$ cat src/rtl/pc_unit.sv
// Program-counter unit: sequential advance plus jr > jmp > branch redirects.
// Define PC_UNIT_RAS_EN to add a circular return-address stack for call/ret.
module pc_unit #(
   parameter int unsigned       ADDR_W    = 32,
   parameter logic [ADDR_W-1:0] RESET_VEC = '0,
   parameter int unsigned       RAS_DEPTH = 4
) (
   input  logic                clk,
   input  logic                rst,
   input  logic                fetch_ready,
   input  logic                br_taken,
   input  logic signed [15:0]  br_off,
   input  logic                jmp,
   input  logic [25:0]         jmp_target,
   input  logic                jr,
   input  logic [ADDR_W-1:0]   jr_addr,
   input  logic                call,
   input  logic                ret,
   output logic [ADDR_W-1:0]   pc,
   output logic                pc_valid,
   output logic                misalign_err
);

   logic [ADDR_W-1:0] seq_pc;
   logic [ADDR_W-1:0] next_pc;
   logic              next_misalign;

   function automatic logic [ADDR_W-1:0] br_dest(input logic [ADDR_W-1:0] seq,
                                                 input logic signed [15:0] off);
      logic signed [ADDR_W-1:0] disp;
      disp = {{(ADDR_W-16){off[15]}}, off};
      return seq + $unsigned(disp <<< 2);
   endfunction

   // Upper bits come from the 256 MB region of the following instruction.
   function automatic logic [ADDR_W-1:0] jmp_dest(input logic [ADDR_W-1:0] seq,
                                                  input logic [25:0] idx);
      logic [ADDR_W-1:0] region;
      region = {ADDR_W{1'b1}} << 28;
      return (seq & region) | ADDR_W'({idx, 2'b00});
   endfunction

   assign seq_pc = pc + ADDR_W'(4);

`ifdef PC_UNIT_RAS_EN
   localparam int unsigned PTR_W = (RAS_DEPTH > 1) ? $clog2(RAS_DEPTH) : 1;
   localparam int unsigned CNT_W = $clog2(RAS_DEPTH + 1);

   logic [ADDR_W-1:0] ras_mem [RAS_DEPTH];
   logic [PTR_W-1:0]  ras_top;
   logic [CNT_W-1:0]  ras_count;
   logic              ras_push;
   logic              ras_pop;

   function automatic logic [PTR_W-1:0] ptr_inc(input logic [PTR_W-1:0] p);
      return (p == PTR_W'(RAS_DEPTH - 1)) ? '0 : p + PTR_W'(1);
   endfunction

   function automatic logic [PTR_W-1:0] ptr_dec(input logic [PTR_W-1:0] p);
      return (p == '0) ? PTR_W'(RAS_DEPTH - 1) : p - PTR_W'(1);
   endfunction

   // ras_top always names the newest entry; a push onto a full stack lands on the oldest.
   always_ff @(posedge clk) begin
      if (!rst) begin
         ras_top   <= '0;
         ras_count <= '0;
      end else if (ras_push) begin
         ras_top <= ptr_inc(ras_top);
         if (ras_count != CNT_W'(RAS_DEPTH))
            ras_count <= ras_count + CNT_W'(1);
      end else if (ras_pop) begin
         ras_top   <= ptr_dec(ras_top);
         ras_count <= ras_count - CNT_W'(1);
      end
   end

   always_ff @(posedge clk) begin
      if (rst && ras_push)
         ras_mem[ptr_inc(ras_top)] <= seq_pc;
   end
`else
   logic unused_ras;
   assign unused_ras = call ^ ret;
`endif

   always_comb begin
      next_pc       = pc;
      next_misalign = 1'b0;
`ifdef PC_UNIT_RAS_EN
      ras_push      = 1'b0;
      ras_pop       = 1'b0;
`endif
      if (pc_valid) begin
         if (jr) begin
`ifdef PC_UNIT_RAS_EN
            if (ret && (ras_count != '0)) begin
               ras_pop = 1'b1;
               next_pc = ras_mem[ras_top];
            end else
`endif
            begin
               next_pc       = {jr_addr[ADDR_W-1:2], 2'b00};
               next_misalign = |jr_addr[1:0];
            end
         end else if (jmp) begin
            next_pc = jmp_dest(seq_pc, jmp_target);
`ifdef PC_UNIT_RAS_EN
            ras_push = call;
`endif
         end else if (br_taken) begin
            next_pc = br_dest(seq_pc, br_off);
         end else if (fetch_ready) begin
            next_pc = seq_pc;
         end
      end
   end

   // Fetch-address register stage
   always_ff @(posedge clk) begin
      if (!rst) begin
         pc           <= RESET_VEC;
         pc_valid     <= 1'b0;
         misalign_err <= 1'b0;
      end else begin
         pc           <= next_pc;
         pc_valid     <= 1'b1;
         misalign_err <= next_misalign;
      end
   end

endmodule
$ cat config.mk
export PLATFORM = sky130hd
export DESIGN_NAME = pc_unit
export DESIGN_NICKNAME = d
export VERILOG_FILES = /design/src/rtl/pc_unit.sv
export SDC_FILE = /design/constraint.sdc
export NUM_CORES = 1
export LEC_CHECK = 0
export BUFFER_PORTS_ARGS = -buffer_cell sky130_fd_sc_hd__buf_2
export CORE_MARGIN = 8
export CORE_UTILIZATION = 35
export DETAILED_ROUTE_END_ITERATION = 16
export PLACE_DENSITY_LB_ADDON = 0.08
export SYNTH_ARGS = -nofsm -noshare
export SYNTH_HDL_FRONTEND = slang
export SYNTH_SLANG_ARGS = --single-unit
$ cat constraint.sdc
create_clock -name clk -period 4.2 [get_ports clk]
set_input_delay 0.21 -clock clk [delete_from_list [all_inputs] [get_ports clk]]
set_output_delay 0.21 -clock clk [all_outputs]
set_load 0.02 [all_outputs]
==> parameters.txt, run 1 <==
Parameter                              Value

Cells and area
  Antenna diodes    0
  Final standard cell utilization of the core    0.4335
  Area delta synth->final    20.72%
  Share of layout cells above drive strength 1    0.2222
  Final-stage net count    776

CTS
  Number of buffers inserted during clock tree synthesis    5
  H-tree levels    2
  Largest buffer count on any clock path    2
  CTS-repair resized insts    0
  Clock transition at the register clock pins on the worst setup and hold paths after CTS    0.06 ns
  Hold_buf cts    0
  Library cell used as clock root buffer    sky130_fd_sc_hd__clkbuf_16
  Clock sink total    32
  Clock network latency to the later pin of the worst-skew pair    0.30 ns
  CTS tree    done
  Buffers inserted by post-CTS timing repair    0

Synthesis
  Cell Area, Synth    4100 um^2
  Mean Syn Cell Area    7.335 um^2
  Most used flip-flop cell after synthesis    sky130_fd_sc_hd__dfxtp_1
  Async SR Flop Fraction    0
  Yosys Warn Count    0
  Area share of the largest cell type after synthesis    0.1562
  Top post-synthesis cells by count    sky130_fd_sc_hd__nand2_1, sky130_fd_sc_hd__a21oi_1, sky130_fd_sc_hd__o21ai_0, sky130_fd_sc_hd__ha_1, sky130_fd_sc_hd__nor2_1
  Register bit count reported by yosys    32
  Seq/Total Area, Yosys    0.1562
  Cells after Synth    559
  Leading cell types by total area after synthesis    sky130_fd_sc_hd__dfxtp_1, sky130_fd_sc_hd__ha_1, sky130_fd_sc_hd__nand2_1, sky130_fd_sc_hd__xnor2_1, sky130_fd_sc_hd__a21oi_1
  EDFF count, synth    0
  Cell type contributing the most total cell area after synthesis    sky130_fd_sc_hd__dfxtp_1
  Leading cell type by number of instances after synthesis    sky130_fd_sc_hd__nand2_1
  Distinct cell type count after synthesis    72

Critical path
  Type of origin of the critical path    flop
  End of the critical path    pc[29]$_SDFFE_PN0P_
  Critical path origin    pc[8]$_SDFFE_PN0P_
  Depth of the worst register-to-register path    15
  Crit Path Max Fanout    8
  Sort of element at the end of the critical path    flop
  WS Path Type    flop to flop
  Source of the worst register-to-register timing path    pc[8]$_SDFFE_PN0P_
  Critical Path AT    4.00 ns
  Minimum setup slack among reg-to-reg paths    0.39 ns
  Crit path required time    4.39 ns
  FF-to-FF End    pc[29]$_SDFFE_PN0P_

STA
  Max-slew violation total from the final report    0
  Post-route minimum period    3.807 ns
  Setup total negative slack    0 ns
  Actual transition at the worst max-transition pin    1.007 ns
  RSZ-0062 raised after global routing    false
  Max Freq    262.6 MHz
  Number of hold violations in the final report    0
  Final-report setup violation count    0
  Final cycle utilization of the critical path    0.9065
  Setup Skew    0.008712 ns
  Fin Hold WS    0.1693 ns
  Relative max-transition margin    0.3260

Route
  Via density per instance    5.743
  Wirelength, routed    15960 um
  Via count    4594
  Iteration-0 DRC count of the detailed router    234
  Residual antenna-violating net count after detailed routing    0
  First-pass iteration count of the detailed router    5
  Average wire per cell in the routed design    19.96 um
  Post-route DRC violation count    0

Min path
  Number of cells on the worst hold path    3
  Start point of the worst hold path    jr_addr[13]
  Worst hold path class    input pin to flop

GRT
  Wire length of the first global-routing pass    25130 um
  Via count of the first global-routing pass    4649
  Grt ovf    0
  Total routing resource utilization after global routing    0.1979
  Initial antenna violation count    0
  Largest net degree at the start of global routing    41

Die
  I/O pin count    116
  Die X-Extent    124.2 um
  Effective utilization at floorplan    0.3591
  Die height    124.2 um
  Overall die area    15430 um^2
  Standard-cell row count    39
  Core Area    11420 um^2

Status
  Result of the run    complete, no violations

Power
  Leakage power of the design    2.280 nW
  Power density over the cells    289.2 nW/um^2
  Peak ir drop on the vdd network    0.1475 mV

Placement
  Final GP Congestion    0.8865
  I/O Buffers    111
  DP Wirelength    12150 um

Run
  Maxcap violations    0
[where the power goes]
part / total [mW] / internal, mW / switching, mW
clock: 0.476 / 0.313 / 0.163
combinational: 0.584 / 0.232 / 0.352
sequential: 0.371 / 0.329 / 0.0425
[state kept, by name (all words and copies together), names as in the netlist]
name / flops
misalign_err: 1
pc_valid: 1
pc: 30
[cell usage in the layout (no fill, tap or decap), types with 8 or more instances in the layout]
| cell | instances |
|---|---|
| sky130_fd_sc_hd__a211oi_1 | 8 |
| sky130_fd_sc_hd__a21o_1 | 14 |
| sky130_fd_sc_hd__a21oi_1 | 50 |
| sky130_fd_sc_hd__and3_1 | 9 |
| sky130_fd_sc_hd__buf_2 | 111 |
| sky130_fd_sc_hd__dfxtp_1 | 32 |
| sky130_fd_sc_hd__ha_1 | 37 |
| sky130_fd_sc_hd__inv_1 | 8 |
| sky130_fd_sc_hd__nand2_1 | 77 |
| sky130_fd_sc_hd__nand3_1 | 25 |
| sky130_fd_sc_hd__nand4_1 | 12 |
| sky130_fd_sc_hd__nor2_1 | 35 |
| sky130_fd_sc_hd__nor3_1 | 9 |
| sky130_fd_sc_hd__o211ai_1 | 13 |
| sky130_fd_sc_hd__o21ai_0 | 42 |
| sky130_fd_sc_hd__xnor2_1 | 31 |
| sky130_fd_sc_hd__xor2_1 | 22 |
[worst min path at each step]
stage	endpoint	slack (ns)
finish	pc[13]$_SDFFE_PN0P_	0.17
global route	misalign_err$_SDFF_PN0_	0.18
CTS	pc[13]$_SDFFE_PN0P_	0.16
detailed placement	pc[13]$_SDFFE_PN0P_	0.47
global placement	misalign_err$_SDFF_PN0_	0.47
floorplan	pc_valid$_DFF_P_	0.24
[critical path: stages (launching register included)]
cell and delay, ns:
sky130_fd_sc_hd__dfxtp_1 0.45, sky130_fd_sc_hd__and4_1 0.27, sky130_fd_sc_hd__nand4_1 0.24, sky130_fd_sc_hd__or2_1 0.40, sky130_fd_sc_hd__nor2_1 0.16, sky130_fd_sc_hd__xor2_1 0.21, sky130_fd_sc_hd__ha_1 0.38, sky130_fd_sc_hd__a21oi_1 0.22
sky130_fd_sc_hd__o21bai_1 0.08, sky130_fd_sc_hd__a21oi_1 0.22, sky130_fd_sc_hd__o21ai_0 0.12, sky130_fd_sc_hd__a31oi_1 0.29, sky130_fd_sc_hd__o211ai_1 0.15, sky130_fd_sc_hd__xor2_1 0.18, sky130_fd_sc_hd__a211oi_1 0.25, sky130_fd_sc_hd__nor2_1 0.06
[metal layers]
| layer | share of wire | track usage |
|---|---|---|
| met1 | 0.44 | 0.2423 |
| met2 | 0.48 | 0.3404 |
| met3 | 0.058 | 0.04340 |
| met4 | 0.017 | 0.05174 |
| met5 | 0 | 0 |
[stage by stage]
stage	instances	area, um^2	worst slack, ns	power [mW]
global placement	792	4767	0.4797	0.9511
finish	800	4950	0.3926	1.432
detailed placement	792	4767	0.4712	0.9556
CTS	800	4950	0.4322	1.438
global route	800	4950	0.02612	1.516
floorplan	560	4104	0.8295	0.7786
[cell families after synthesis]
group,synth area share
compound gates,0.3409
simple gates,0.2206
xor+xnor,0.1132
buf+inv,0.04058
fa+ha+maj,0.1178
flops,0.1562
mux,0.009765
other cells,0.0009146
[layout make-up]
class	instances	area (um^2)
tap	143	178.9
fill	1245	6469
inverter	10	40.04
clock inverter	1	30.03
sequential	32	640.6
timing repair buffer	118	608.1
multi-input combinational	489	3299
clock buffer	7	152.6
No activity file was read; power rests on OpenSTA's default activity.
==> inputs of run 2 (changes only) <==
ABC_AREA = 1   (was not set)
CAP_MARGIN = 30   (was not set)
PLACE_DENSITY = 0.57   (was not set)
PLACE_DENSITY_LB_ADDON = not set   (was 0.08)
==> run 2 against run 1 <==
  * Critical path depth up 4
  * Via count increased by 35%
  * Combinational power grew 5.5%
  * Setup slack better by 0.28 ns
  * Count of clock-buffer cells in the layout unchanged
  * Non-clock buffer count decreased by 6
  * Sequential cell count unchanged
  * Sequential share of layout area down 2.3 points
==> parameters.txt, run 2 <==
Parameter                              Value

Status
  Result of the run    complete, no violations

STA
  Max-slew violation total from the final report    0 (unchanged)
  Number of hold violations in the final report    0 (unchanged)
  Final-report setup violation count    0 (unchanged)
  Setup total negative slack    0 ns (unchanged)
  Setup Skew    0.004484 ns (-0.004228 ns)
  Post-route minimum period    3.529 ns (-0.2782 ns)
  RSZ-0062 raised after global routing    false
  Worst setup margin    0.6708 ns (+0.2782 ns)
  Relative max-transition margin    0.3662 (+0.04025)
  Actual transition at the worst max-transition pin    0.9462 ns (-0.06107 ns)
  Max Freq    283.4 MHz (+7.9%)
  Final cycle utilization of the critical path    0.8403 (-0.06623)

Cells and area
  Most used cells in the layout excluding fill and tap cells    sky130_fd_sc_hd__nand2_1, sky130_fd_sc_hd__inv_1, sky130_fd_sc_hd__nor2_1
  Largest registers    pc: 30 flops, misalign_err: 1 flops, pc_valid: 1 flops
  Largest register FFs    30 (unchanged)
  Final-stage net count    1192 (+54%)
  Most common cell after layout, fill and taps aside    sky130_fd_sc_hd__nand2_1
  Final standard cell utilization of the core    0.4163 (-0.01720)
  Share of layout cells above drive strength 1    0.1370 (-0.08522)
  Largest register by flop count    pc
  Area delta synth->final    16.82%

Critical path
  Type of origin of the critical path    flop
  Sort of element at the end of the critical path    flop
  Crit path required time    4.33 ns (-0.06 ns)
  FF-to-FF End    pc[29]$_SDFFE_PN0P_
  Minimum setup slack among reg-to-reg paths    0.67 ns (+0.28 ns)
  Crit Path Max Fanout    7 (-1)
  WS Path Type    flop to flop
  Source of the worst register-to-register timing path    pc[2]$_SDFFE_PN0P_
  Depth of the worst register-to-register path    19 (+4)
  Critical Path AT    3.66 ns (-0.34 ns)

Synthesis
  EDFF count, synth    0 (unchanged)
  Register bit count reported by yosys    32 (unchanged)
  Seq/Total Area, Yosys    0.1246 (-0.03161)
  Most used flip-flop cell after synthesis    sky130_fd_sc_hd__dfxtp_1
  Top post-synthesis cells by count    sky130_fd_sc_hd__nand2_1, sky130_fd_sc_hd__inv_1, sky130_fd_sc_hd__nor2_1, sky130_fd_sc_hd__a21oi_1, sky130_fd_sc_hd__nand3_1
  Leading cell type by number of instances after synthesis    sky130_fd_sc_hd__nand2_1
  Async SR Flop Fraction    0 (unchanged)
  Mean Syn Cell Area    5.266 um^2 (-28%)
  Leading cell types by total area after synthesis    sky130_fd_sc_hd__nand2_1, sky130_fd_sc_hd__dfxtp_1, sky130_fd_sc_hd__inv_1, sky130_fd_sc_hd__ha_1, sky130_fd_sc_hd__nor2_1
  Cell type contributing the most total cell area after synthesis    sky130_fd_sc_hd__nand2_1
  Distinct cell type count after synthesis    43 (-40%)
  Cells after Synth    976 (+75%)
  Area share of the largest cell type after synthesis    0.2614 (+0.1052)
  Yosys Warn Count    0 (unchanged)
  Cell Area, Synth    5140 um^2 (+25%)

Min path
  Number of cells on the worst hold path    1 (-2)
  Worst hold path class    input pin to flop
  Start point of the worst hold path    rst
  Hold path endpoint    pc_valid$_DFF_P_

Route
  Post-route DRC violation count    0 (unchanged)
  Iteration-0 DRC count of the detailed router    461 (+97%)
  Wirelength, routed    19150 um (+20%)
  Via count    6206 (+35%)
  Average wire per cell in the routed design    15.22 um (-24%)
  First-pass iteration count of the detailed router    5 (unchanged)
  Residual antenna-violating net count after detailed routing    0 (unchanged)
  Via density per instance    4.933 (-14%)

Power
  Total design power    1.431 mW (about the same)
  Power density over the cells    238.4 nW/um^2 (-18%)
  Leakage power of the design    3.327 nW (+46%)
  Peak ir drop on the vdd network    0.2897 mV (+96%)

CTS
  Clock transition at the register clock pins on the worst setup and hold paths after CTS    0.05 ns (about the same)
  Hold_buf cts    0 (unchanged)
  CTS-repair resized insts    0 (unchanged)
  H-tree levels    2 (unchanged)
  Library cell used as clock root buffer    sky130_fd_sc_hd__clkbuf_16
  Number of buffers inserted during clock tree synthesis    5 (unchanged)
  Clock network latency to the later pin of the worst-skew pair    0.28 ns (-0.02 ns)
  Clock sink total    32 (unchanged)
  Largest buffer count on any clock path    2 (unchanged)
  Buffers inserted by post-CTS timing repair    0 (unchanged)
  CTS tree    done

Die
  Die height    137.2 um (+10%)
  Core Area    14420 um^2 (+26%)
  I/O pin count    116 (unchanged)
  Overall die area    18820 um^2 (+22%)
  Standard-cell row count    44 (+13%)
  Die X-Extent    137.2 um (+10%)
  Effective utilization at floorplan    0.3563 (-0.002734)

GRT
  Total routing resource utilization after global routing    0.2041 (+0.006115)
  Wire length of the first global-routing pass    30020 um (+19%)
  Grt ovf    0 (unchanged)
  Initial antenna violation count    1 (+1)
  Via count of the first global-routing pass    5806 (+25%)
  Largest net degree at the start of global routing    50 (+22%)

Run
  Maxcap violations    0 (unchanged)

Placement
  I/O Buffers    111 (unchanged)
  DP Wirelength    16250 um (+34%)
  Final GP Congestion    0.9132 (+3.0%)
  Worst setup slack after placement    0.8125 ns (+0.3414 ns)
run 2: cell type report:
type / count / area [um^2]
Sequential cell: 32 / 640.6
Timing Repair Buffer: 112 / 563.0
Fill cell: 1684 / 8419
Clock buffer: 7 / 152.6
Inverter: 144 / 540.5
Clock inverter: 1 / 30.03
Multi-Input combinational cell: 777 / 3845
Tap cell: 184 / 230.2
Antenna cell: 1 / 2.502
run 2: logic make-up (layout without fill, tap and decap cells):
logic type               count (synthesis)  after routing  synth area share
adder cells (fa/ha/maj)                 38             38           0.09396
buffers and inverters                  168            264            0.1280
other                                    1              3         0.0007296
AO/OA/AOI/OAI                          133            133            0.1402
XOR/XNOR                                26             26           0.04577
AND/OR/NAND/NOR                        578            578            0.4667
flip-flops                              32             32            0.1246
run 2: through the flow:
step | instance area [um^2] | hold slack, ns | instances
6_report | 6005 | 0.1353 | 1258
5_1_grt | 6005 | 0.1403 | 1258
4_1_cts | 6002 | 0.1286 | 1257
3_5_place_dp | 5819 | 0.4198 | 1249
3_3_place_gp | 5819 | 0.4291 | 1249
2_1_floorplan | 5144 | 0.2377 | 977
run 2: routing by layer:
metal | global-route usage | up-vias | routed length [um]
met5 | 0 | - | 0
met4 | 0.06699 | 0 | 462
met3 | 0.01641 | 24 | 825
met2 | 0.3364 | 162 | 8737
met1 | 0.2747 | 2766 | 9121
li1 | - | 3254 | -
run 2: power breakdown:
part	leakage, nW	internal, mW	total (mW)	switching, mW
Combinational	2.97	0.212	0.616	0.404
Sequential	0.264	0.327	0.367	0.0399
Clock	0.0901	0.312	0.448	0.136
Total	3.33	0.851	1.43	0.580
run 2: critical path, cell delays in order (launching register included):
cell and delay (ns):
sky130_fd_sc_hd__dfxtp_1 0.50, sky130_fd_sc_hd__ha_1 0.25, sky130_fd_sc_hd__nand2_1 0.08, sky130_fd_sc_hd__nor2_2 0.20, sky130_fd_sc_hd__nand2_1 0.18, sky130_fd_sc_hd__nor2_1 0.17
sky130_fd_sc_hd__xor2_1 0.38, sky130_fd_sc_hd__ha_1 0.39, sky130_fd_sc_hd__nand2_1 0.09, sky130_fd_sc_hd__nand2_1 0.06, sky130_fd_sc_hd__nand2_1 0.06, sky130_fd_sc_hd__nand3_1 0.12
sky130_fd_sc_hd__a21oi_1 0.25, sky130_fd_sc_hd__nor2_1 0.09, sky130_fd_sc_hd__nor2_1 0.14, sky130_fd_sc_hd__nand3_1 0.09, sky130_fd_sc_hd__nand3_1 0.09, sky130_fd_sc_hd__nand2_1 0.06
sky130_fd_sc_hd__nand2_1 0.09, sky130_fd_sc_hd__a21oi_1 0.07
run 2: worst max path at each step:
stage	from	end	slack [ns]
after CTS	pc[2]$_SDFFE_PN0P_	pc[29]$_SDFFE_PN0P_	0.77
after global placement	pc[2]$_SDFFE_PN0P_	pc[29]$_SDFFE_PN0P_	0.82
after detailed placement	pc[2]$_SDFFE_PN0P_	pc[29]$_SDFFE_PN0P_	0.81
after floorplan	pc[2]$_SDFFE_PN0P_	pc[26]$_SDFFE_PN0P_	1.42
final	pc[2]$_SDFFE_PN0P_	pc[29]$_SDFFE_PN0P_	0.67
after global routing	pc[2]$_SDFFE_PN0P_	pc[19]$_SDFFE_PN0P_	0.40
==> inputs of run 3 (changes only) <==
ABC_AREA = 0   (was 1)
PLACE_DENSITY = 0.58   (was 0.57)
clock period = 3.3 ns   (was 4.2 ns; I/O delays follow)
==> run 3 against run 2 <==
  * Power increased by 37%
  * Sequential cell count unchanged
  * Setup slack got worse by 0.59 ns
  * Routed wire length decreased by 14%
  * Non-clock buffer count increased by 86
  * Clock power increased by 32%
  * Count of clock-buffer cells in the layout unchanged
  * Via count decreased by 20%
  * Register-to-register slack got worse by 0.59 ns
  * Fmax increased by 9.6%
  * First-iteration DRC count decreased by 29%
  * Core utilization increased by 9.9 points
  * Largest power group unchanged
==> parameters.txt, run 3 (synthesized netlist as in run 1, its figures left out) <==
Parameter                              Value

CTS
  Library cell used as clock root buffer    sky130_fd_sc_hd__clkbuf_16
  Number of buffers inserted during clock tree synthesis    5 (unchanged)
  H-tree levels    2 (unchanged)
  Clock transition at the register clock pins on the worst setup and hold paths after CTS    0.06 ns (about the same)
  Largest buffer count on any clock path    2 (unchanged)
  Clock network latency to the later pin of the worst-skew pair    0.28 ns (about the same)
  Clock sink total    32 (unchanged)
  CTS tree    done

Route
  Via density per instance    5.650 (+15%)
  Post-route DRC violation count    0 (unchanged)
  Wirelength, routed    16550 um (-14%)
  Residual antenna-violating net count after detailed routing    0 (unchanged)
  First-pass iteration count of the detailed router    6 (+1)
  Average wire per cell in the routed design    18.80 um (+24%)
  Via count    4972 (-20%)
  Iteration-0 DRC count of the detailed router    329 (-29%)

Cells and area
  Share of layout cells above drive strength 1    0.3840 (+0.2470)
  Most common cell after layout, fill and taps aside    sky130_fd_sc_hd__buf_2
  Final Instance Count excl. Fillers    880 (-30%)
  Largest register by flop count    pc
  Antenna diodes    0 (-1)
  Area delta synth->final    43.52%
  Final-stage net count    856 (-28%)
  Most used cells in the layout excluding fill and tap cells    sky130_fd_sc_hd__buf_2, sky130_fd_sc_hd__buf_4, sky130_fd_sc_hd__nand2_1
  Final standard cell utilization of the core    0.5153 (+0.09905)
  Largest register FFs    30 (unchanged)
  Largest registers    pc: 30 flops, misalign_err: 1 flops, pc_valid: 1 flops

STA
  Final-report setup violation count    0 (unchanged)
  Post-route minimum period    3.219 ns (-0.3097 ns)
  Max Freq    310.6 MHz (+9.6%)
  Setup Skew    0.008661 ns (+0.004177 ns)
  Setup total negative slack    0 ns (unchanged)
  RSZ-0062 raised after global routing    true
  Relative max-transition margin    0.4115 (+0.04531)
  Number of hold violations in the final report    0 (unchanged)
  Actual transition at the worst max-transition pin    0.8827 ns (-0.06355 ns)
  Max-slew violation total from the final report    0 (unchanged)
  Final cycle utilization of the critical path    0.9756 (+0.1353)

Power
  Leakage power of the design    2.782 nW (-16%)
  Switching pwr    747.7 uW (+29%)
  Clock power frac    0.301 (-0.012)
  Power density over the cells    333.9 nW/um^2 (+40%)
  Internal Dissipation    1.217 mW (+43%)
  Peak ir drop on the vdd network    0.2081 mV (-28%)
  Sequential fraction of design power    0.230 (-0.026)
  Proportion of total power due to net switching    0.3805 (-0.02491)
  Proportion of power drawn by combinational gates    0.468 (+0.037)

Critical path
  Source of the worst register-to-register timing path    pc[10]$_SDFFE_PN0P_
  WS Path Type    flop to flop
  Critical Path AT    3.43 ns (-0.23 ns)
  Depth of the worst register-to-register path    16 (-3)
  Crit Path Max Fanout    5 (-2)
  Sort of element at the end of the critical path    flop
  Crit path required time    3.51 ns (-0.82 ns)
  Minimum setup slack among reg-to-reg paths    0.08 ns (-0.59 ns)
  FF-to-FF End    pc[28]$_SDFFE_PN0P_
  Type of origin of the critical path    flop

GRT
  Largest net degree at the start of global routing    41 (-18%)
  Via count of the first global-routing pass    4799 (-17%)
  Grt ovf    0 (unchanged)
  Initial antenna violation count    0 (-1)
  Total routing resource utilization after global routing    0.1992 (-0.004870)
  Wire length of the first global-routing pass    25620 um (-15%)

Run
  Maxcap violations    0 (unchanged)

Min path
  Hold path endpoint    misalign_err$_SDFF_PN0_
  Worst hold path class    input pin to flop
  Number of cells on the worst hold path    2 (+1)
  Start point of the worst hold path    jr_addr[0]

Placement
  I/O Buffers    111 (unchanged)
  DP Wirelength    12640 um (-22%)
  Placed Cells incl. Taps    862 (-31%)
  Final GP Congestion    0.8798 (-3.7%)

Die
  Effective utilization at floorplan    0.3591 (+0.002734)
  Die height    124.2 um (-9.4%)
  Overall die area    15430 um^2 (-18%)
  Standard-cell row count    39 (-11%)
  Core Area    11420 um^2 (-21%)
  Die X-Extent    124.2 um (-9.4%)
  I/O pin count    116 (unchanged)

Status
  Result of the run    complete, no violations
[run 3: cell count changes in the layout (fill, tap and decap cells not counted), moves of 10 or more]
cell | previous run | this run
sky130_fd_sc_hd__nand2_1 | 358 | 75
sky130_fd_sc_hd__inv_1 | 139 | 8
sky130_fd_sc_hd__buf_4 | 1 | 83
sky130_fd_sc_hd__nor2_1 | 114 | 32
sky130_fd_sc_hd__nand3_1 | 63 | 24
sky130_fd_sc_hd__a21oi_1 | 74 | 41
sky130_fd_sc_hd__xnor2_1 | 7 | 24
sky130_fd_sc_hd__a21o_1 | 3 | 14
sky130_fd_sc_hd__ha_1 | 37 | 27
[run 3: worst max-delay path, cell delays in order, from the launching register on]
cell	delay, ns
sky130_fd_sc_hd__dfxtp_2	0.33
sky130_fd_sc_hd__and4_4	0.23
sky130_fd_sc_hd__nand4_1	0.20
sky130_fd_sc_hd__or2_4	0.34
sky130_fd_sc_hd__buf_4	0.16
sky130_fd_sc_hd__nor2_2	0.11
sky130_fd_sc_hd__xnor2_1	0.15
sky130_fd_sc_hd__ha_2	0.35
sky130_fd_sc_hd__nand2_1	0.11
sky130_fd_sc_hd__o21ai_1	0.09
sky130_fd_sc_hd__o21ai_1	0.15
sky130_fd_sc_hd__a211oi_1	0.09
sky130_fd_sc_hd__a211o_1	0.28
sky130_fd_sc_hd__a21oi_2	0.14
sky130_fd_sc_hd__xnor2_1	0.15
sky130_fd_sc_hd__nand2_1	0.07
sky130_fd_sc_hd__a31oi_1	0.19
[run 3: worst max path at each step]
stage / from / slack [ns] / cells past startpoint / endpoint
final: pc[10]$_SDFFE_PN0P_ / 0.08 / 16 / pc[28]$_SDFFE_PN0P_
after global routing: pc[10]$_SDFFE_PN0P_ / -0.08 / 16 / pc[28]$_SDFFE_PN0P_
after CTS: pc[3]$_SDFFE_PN0P_ / -0.01 / 14 / pc[24]$_SDFFE_PN0P_
after detailed placement: pc[19]$_SDFFE_PN0P_ / -0.07 / 15 / pc[28]$_SDFFE_PN0P_
after global placement: pc[19]$_SDFFE_PN0P_ / -0.10 / 15 / pc[31]$_SDFFE_PN0P_
after floorplan: pc[4]$_SDFFE_PN0P_ / 0.02 / 17 / pc[29]$_SDFFE_PN0P_
[run 3: what timing repair did]
item | in CTS | in global routing
hold buffers | 0 | 0
pin swaps | 1 | 38
endpoints found under the setup margin | 5 | 13
buffers inserted | 2 | 8
resized for setup | 8 | 68
[run 3: area by class of cell]
class / count / area, um^2
Fill cell: 1122 / 5534
Multi-Input combinational cell: 489 / 3610
Timing Repair Buffer: 198 / 1224
Sequential cell: 32 / 649.4
Tap cell: 143 / 178.9
Clock buffer: 7 / 152.6
Inverter: 10 / 40.04
Clock inverter: 1 / 30.03
[run 3: metal layers]
layer,up-vias,global-route usage,wire [um]
met4,0,0.03544,252
met1,2352,0.2509,7298
met3,19,0.03745,912
met5,-,0,0
li1,2436,-,-
met2,165,0.3457,8082
[run 3: per-stage QoR]
stage	total power, mW	hold slack, ns	setup WS [ns]	area, um^2
after floorplan	0.9919	0.1927	0.01974	4109
after global placement	1.301	0.4222	-0.1035	5295
after detailed placement	1.312	0.4308	-0.07342	5295
after CTS	1.909	0.1403	-0.01428	5529
after global routing	2.072	0.1515	-0.08471	5884
final	1.965	0.1428	0.08054	5884
[run 3: power groups by stage]
stage / Sequential [mW] / Combinational, mW / Clock [mW]
2_1_floorplan: 0.503 / 0.489 / 0
3_3_place_gp: 0.457 / 0.844 / 0
3_5_place_dp: 0.458 / 0.854 / 0
4_1_cts: 0.449 / 0.864 / 0.596
5_1_grt: 0.456 / 1.00 / 0.613
6_report: 0.453 / 0.920 / 0.592
